File: src/rtl/dmem_arbiter.sv
// Round-robin arbiter sharing one single-port data memory between core port C and loader port D.
// Optional performance counters are enabled by defining DMEM_ARB_PERF_EN.
module dmem_arbiter #(
    parameter int unsigned ADDR_W    = 32,
    parameter int unsigned DATA_W    = 32,
    parameter int unsigned MAX_BURST = 4,
    parameter int unsigned CNT_W     = 16
) (
    input  logic              i_clk,
    input  logic              i_rst,
    input  logic              i_c_valid,
    output logic              o_c_ready,
    input  logic              i_c_we,
    input  logic [ADDR_W-1:0] i_c_addr,
    input  logic [DATA_W-1:0] i_c_wdata,
    output logic              o_c_rsp_valid,
    output logic [DATA_W-1:0] o_c_rsp_rdata,
    input  logic              i_d_valid,
    output logic              o_d_ready,
    input  logic              i_d_we,
    input  logic [ADDR_W-1:0] i_d_addr,
    input  logic [DATA_W-1:0] i_d_wdata,
    output logic              o_d_rsp_valid,
    output logic [DATA_W-1:0] o_d_rsp_rdata,
    input  logic              i_d_lock,
    output logic [ADDR_W-1:0] o_mem_addr,
    output logic [DATA_W-1:0] o_mem_wdata,
    output logic              o_mem_read,
    output logic              o_mem_write,
    input  logic [DATA_W-1:0] i_mem_rdata,
`ifdef DMEM_ARB_PERF_EN
    output logic [CNT_W-1:0]  o_perf_c_grants,
    output logic [CNT_W-1:0]  o_perf_d_grants,
    output logic [CNT_W-1:0]  o_perf_c_wait,
`endif
    output logic              o_core_stall
);

    localparam int unsigned BURST_W = $clog2(MAX_BURST + 1);
    localparam logic GrantC = 1'b0;
    localparam logic GrantD = 1'b1;

    typedef enum logic [0:0] {StRr, StLockD} state_e;

    state_e               r_state, w_state_d;
    logic                 r_last_grant, w_last_grant_d;
    logic [BURST_W-1:0]   r_burst_cnt, w_burst_cnt_d;
    logic                 r_c_rsp_valid, r_d_rsp_valid;
    logic [DATA_W-1:0]    r_c_rsp_rdata, r_d_rsp_rdata;
    logic                 w_grant_c, w_grant_d;
    logic                 w_burst_full;

    assign w_burst_full = (r_burst_cnt == BURST_W'(MAX_BURST));

    always_ff @(posedge i_clk) begin
        if (i_rst) begin
            r_state       <= StRr;
            r_last_grant  <= GrantD;
            r_burst_cnt   <= '0;
            r_c_rsp_valid <= 1'b0;
            r_d_rsp_valid <= 1'b0;
            r_c_rsp_rdata <= '0;
            r_d_rsp_rdata <= '0;
        end else begin
            r_state       <= w_state_d;
            r_last_grant  <= w_last_grant_d;
            r_burst_cnt   <= w_burst_cnt_d;
            r_c_rsp_valid <= w_grant_c & ~i_c_we;
            r_d_rsp_valid <= w_grant_d & ~i_d_we;
            if (w_grant_c && !i_c_we) r_c_rsp_rdata <= i_mem_rdata;
            if (w_grant_d && !i_d_we) r_d_rsp_rdata <= i_mem_rdata;
        end
    end

    always_comb begin
        w_state_d      = r_state;
        w_burst_cnt_d  = r_burst_cnt;
        w_last_grant_d = r_last_grant;
        if (w_grant_d)      w_last_grant_d = GrantD;
        else if (w_grant_c) w_last_grant_d = GrantC;
        unique case (r_state)
            StRr: begin
                if (w_grant_d && i_d_lock) begin
                    w_state_d     = StLockD;
                    w_burst_cnt_d = BURST_W'(1);
                end
            end
            StLockD: begin
                if (i_d_valid && i_d_lock) begin
                    if (w_grant_c) begin
                        w_state_d     = StRr;
                        w_burst_cnt_d = '0;
                    end else if (!w_burst_full) begin
                        w_burst_cnt_d = r_burst_cnt + BURST_W'(1);
                    end
                end else begin
                    w_state_d     = StRr;
                    w_burst_cnt_d = '0;
                end
            end
            default: begin
                w_state_d     = StRr;
                w_burst_cnt_d = '0;
            end
        endcase
    end

    // Leaving the lock falls back to plain round-robin in the same cycle.
    always_comb begin
        w_grant_c = 1'b0;
        w_grant_d = 1'b0;
        if (!i_rst) begin
            if (r_state == StLockD && i_d_valid && i_d_lock) begin
                if (w_burst_full && i_c_valid) w_grant_c = 1'b1;
                else                           w_grant_d = 1'b1;
            end else begin
                w_grant_c = i_c_valid & (~i_d_valid | (r_last_grant == GrantD));
                w_grant_d = i_d_valid & (~i_c_valid | (r_last_grant == GrantC));
            end
        end
        o_c_ready     = w_grant_c;
        o_d_ready     = w_grant_d;
        o_mem_addr    = w_grant_d ? i_d_addr  : i_c_addr;
        o_mem_wdata   = w_grant_d ? i_d_wdata : i_c_wdata;
        o_mem_read    = (w_grant_c & ~i_c_we) | (w_grant_d & ~i_d_we);
        o_mem_write   = (w_grant_c & i_c_we) | (w_grant_d & i_d_we);
        o_core_stall  = i_c_valid & ~w_grant_c;
        // A response registered just before reset must not escape during reset.
        o_c_rsp_valid = r_c_rsp_valid & ~i_rst;
        o_d_rsp_valid = r_d_rsp_valid & ~i_rst;
        o_c_rsp_rdata = r_c_rsp_rdata;
        o_d_rsp_rdata = r_d_rsp_rdata;
    end

`ifdef DMEM_ARB_PERF_EN
    logic [CNT_W-1:0] r_perf_c_grants, r_perf_d_grants, r_perf_c_wait;

    always_ff @(posedge i_clk) begin
        if (i_rst) begin
            r_perf_c_grants <= '0;
            r_perf_d_grants <= '0;
            r_perf_c_wait   <= '0;
        end else begin
            if (w_grant_c && r_perf_c_grants != '1)
                r_perf_c_grants <= r_perf_c_grants + CNT_W'(1);
            if (w_grant_d && r_perf_d_grants != '1)
                r_perf_d_grants <= r_perf_d_grants + CNT_W'(1);
            if (o_core_stall && r_perf_c_wait != '1)
                r_perf_c_wait <= r_perf_c_wait + CNT_W'(1);
        end
    end

    assign o_perf_c_grants = r_perf_c_grants;
    assign o_perf_d_grants = r_perf_d_grants;
    assign o_perf_c_wait   = r_perf_c_wait;
`else
    // Counters absent; arbitration is unaffected.
`endif

endmodule

File: config.mk
export PLATFORM = sky130hd
export DESIGN_NAME = dmem_arbiter
export DESIGN_NICKNAME = d
export VERILOG_FILES = /design/src/rtl/dmem_arbiter.sv
export SDC_FILE = /design/constraint.sdc
export NUM_CORES = 1
export LEC_CHECK = 0
export ABC_CLOCK_PERIOD_IN_PS = 3000
export CORE_AREA = 2 2 116 118
export DETAILED_ROUTE_END_ITERATION = 10
export DIE_AREA = 0 0 118 120
export PLACE_DENSITY = 0.72
export SYNTH_ARGS = -nofsm -noshare
export SYNTH_HDL_FRONTEND = slang
export SYNTH_SLANG_ARGS = --single-unit
File: constraint.sdc
create_clock -name i_clk -period 3 [get_ports i_clk]
set_clock_uncertainty 0.2 [all_clocks]
set_input_delay 0.6 -clock i_clk [delete_from_list [all_inputs] [get_ports i_clk]]
set_output_delay 0.6 -clock i_clk [all_outputs]
set_load 0.1 [all_outputs]
==> impl_results.md <==
- Register area share after synthesis: 0.386
- Net count reported at finish: 818
- Sequential cell area: approximately 0.0014 sq mm
- Combinational family with the most area after synthesis: multiplexers
- Clock edge transition at the registers on the reported setup and hold paths: ~60 ps
- Global-route wire length before repair: about 24 mm
- FP Rows: 42
- Std-Cell Core Area: 0.0130 sq mm
- DP Wirelength: roughly 13 mm
- Number of antenna violations at the first check in global routing: 1
- Critical path endpoint category: output pin
- Slew at the pin with the worst max-slew slack: approximately 480 ps
- Reg2Reg Depth: 6
- Pin count of the biggest net entering global routing: just over 40
- Area share of the leading cell type in the synthesized netlist: 0.386
- Largest area contributor in the synthesized netlist: sky130_fd_sc_hd__dfxtp_1
- Total power: slightly below 0.004 W
- CTS H-tree depth: 3
- Most area-consuming cells after synthesis: sky130_fd_sc_hd__dfxtp_1 (39%), sky130_fd_sc_hd__mux2_2 (38%), sky130_fd_sc_hd__nor2b_1 (12%), sky130_fd_sc_hd__buf_2 (1.5%), sky130_fd_sc_hd__buf_6 (1.2%)
- Count of buffers inserted at the top-level ports: around 300
- Clock Path Buffers: 2
- Post-synthesis compound-gate area fraction: 0.0343
- Outcome: finished, final reports clean
- Portion of the clock cycle consumed by the worst path in the final layout: 0.984
- Gr usage total: 0.224
- Class of the worst hold path: reg -> reg
- Hold Vio Cnt, Final: 0
- Yosys cell types: 32
- Multiplexer share of the synthesized area: 0.391
- Number of synthesized flops with an enable pin: 0
- Total Neg Setup Slack: 0 ps
- Critical hold path startpoint: r_state
- Multi-input logic area: between 0.002 and 0.0025 sq mm
- Final critical delay including setup and external delays: slightly below 3000 ps
- # Max-Cap Violations: 0
- Smallest hold slack: between 300 and 400 ps
- Pwr per Cell Area: 481 mW/mm^2
- Last weighted congestion value of the routability-driven placer: about 0.88
- Routed wire length per instance: between 15 and 20 um
- Leak pwr: roughly 3.5 nW
- Vias per cell: roughly 4.6
- Setup slack after placement: -283 ps
- Critical path origin: r_burst_cnt[0]
- Synthesized-area fraction occupied by and/or/nand/nor cells: 0.144
- Initial standard-cell utilization of the core: 0.284
- Share of synthesized flip-flops with an asynchronous set or reset: 0
- Layout filler cell count: 1026
- Mean instance size in the synthesized netlist: between 10 and 15 sq um
- DIE HEIGHT: ~120 um
- Total clock buffers created by CTS: 9
- TritonCTS clock tree: done
- Final setup fails: 0
- Total global routing overflow: 0
- Synthesized-area fraction occupied by xor and xnor cells: 0
- Final critical-path setup slack: around 49 ps
- Clock insertion delay at the later pin of the skew report: around 330 ps
- Maximum operating frequency: between 300 and 400 MHz
- RSZ-0062 raised after global routing: true
- Number of clock sinks: between 70 and 80
- Most frequent standard cell in the layout excluding fill and tap cells: sky130_fd_sc_hd__clkdlybuf4s50_1
- WL final: between 15 and 20 mm
- Number of storage elements in the synthesis netlist: 71
- Share of synthesized cell area in full adder, half adder and majority cells: 0.00679
- Number of global-route vias before repair: approximately 4200
- Worst relative slew slack: 0.681
- Overall die area: between 0.01 and 0.015 sq mm
- Share of layout cells above drive strength 1: 0.502
- Main flop type after synthesis: sky130_fd_sc_hd__dfxtp_1
- Synth Instances: between 300 and 400
- Initial DRT Pass Iterations: 5
- Net count after synthesis: 498
- Endpoint of the worst setup timing path: o_mem_addr[7]
- Type of origin of the critical path: flop
- Category of the most critical setup path: reg -> out
- Worst Path Required: 2200 ps
- Vias: 3824
- FF-to-FF End: o_c_rsp_rdata[19]
- Remaining DRCs: 0
- Width of the die: 118 um
- Post-route ant nets: 0
- Worst reg-to-reg setup slack: 600 ps
- Yosys synthesis warning count: 0
- Synthesis-to-layout area growth: 123%
- Buffer cell driving the clock tree root: sky130_fd_sc_hd__clkbuf_16
- Crit Path Max Fanout: 5
- Data arrival at the endpoint of the critical path: roughly 2200 ps
- 1st-iter DRT viols: 124
- Cell area after synthesis: between 0.003 and 0.004 sq mm
- Maximum VDD drop: about 0.00023 V
- RR Startpoint: r_state
- Slew Limit Fails: 0
- Number of placed I/O pins: between 300 and 400
- Most used cells in the layout excluding fill and tap cells: sky130_fd_sc_hd__clkdlybuf4s50_1 (162), sky130_fd_sc_hd__mux2_2 (96), sky130_fd_sc_hd__buf_4 (84)
power breakdown:
group | switching, W | internal [W]
Sequential | 0.0000264 | 0.000993
Clock | 0.000401 | 0.000642
Combinational | 0.00115 | 0.000728
critical path: stages (launching register included):
cell,delay (ps)
sky130_fd_sc_hd__dfxtp_2,330
sky130_fd_sc_hd__inv_2,70
sky130_fd_sc_hd__ha_4,150
sky130_fd_sc_hd__nand3_4,90
sky130_fd_sc_hd__a32oi_4,230
sky130_fd_sc_hd__nor2_4,60
sky130_fd_sc_hd__buf_6,120
sky130_fd_sc_hd__buf_8,130
sky130_fd_sc_hd__clkbuf_16,150
sky130_fd_sc_hd__mux2_4,310
sky130_fd_sc_hd__buf_12,170
worst min-delay path by stage:
stage	to	slack, ps	cells past startpoint
detailed placement	r_burst_cnt[1]	320	2
CTS	r_burst_cnt[0]	320	1
finish	r_burst_cnt[0]	320	1
floorplan	r_burst_cnt[1]	270	2
global placement	r_burst_cnt[1]	280	2
global route	r_burst_cnt[0]	350	1
sequential cells by signal (all words and copies together), names as in the netlist:
signal and count:
r_last_grant 1, r_c_rsp_valid 1, r_burst_cnt 3, r_state 1, o_c_rsp_rdata 32, r_d_rsp_valid 1, o_d_rsp_rdata 32
kinds of logic after synthesis:
kind of cell / after synthesis
compound gates: 16
fa+ha+maj: 2
mux: 128
buf+inv: 26
flops: 71
simple gates: 86
what timing repair did:
item,4_1_cts,5_1_grt
setup endpoints to repair,67,62
buffers inserted,8,3
cloned,4,1
pin swaps,3,3
resized for setup,41,8
hold buffers,0,0
metrics by stage:
step | util | instances | instance area, sq um
2_1_floorplan | - | 329 | 3760
3_3_place_gp | 0.583 | 800 | 7560
3_5_place_dp | 0.583 | 800 | 7560
4_1_cts | 0.628 | 827 | 8150
5_1_grt | 0.632 | 831 | 8200
6_report | 0.632 | 831 | 8200
metal layers:
| layer | global-route usage | part of all wire |
|---|---|---|
| met1 | 0.220 | 0.34 |
| met5 | 0 | 0 |
| met2 | 0.423 | 0.55 |
| met4 | 0.125 | 0.041 |
| met3 | 0.0599 | 0.072 |
cell usage after synthesis (3+ instances only):
library cell,count
sky130_fd_sc_hd__clkbuf_1,8
sky130_fd_sc_hd__a21oi_1,4
sky130_fd_sc_hd__nand2_1,4
sky130_fd_sc_hd__mux2_1,3
sky130_fd_sc_hd__inv_1,3
sky130_fd_sc_hd__buf_2,11
sky130_fd_sc_hd__o21ai_0,3
sky130_fd_sc_hd__dfxtp_1,71
sky130_fd_sc_hd__mux2_2,125
sky130_fd_sc_hd__nor2b_1,68
sky130_fd_sc_hd__buf_6,4
cell type report:
type	count	share of cell area
timing repair buffer	332	0.478
multi-input combinational	232	0.284
sequential	71	0.174
clock buffer	9	0.0275
tap	176	0.0268
clock inverter	7	0.00900
inverter	3	0.00137
antenna	1	0.000305
Power figures use the tool's default switching activity.
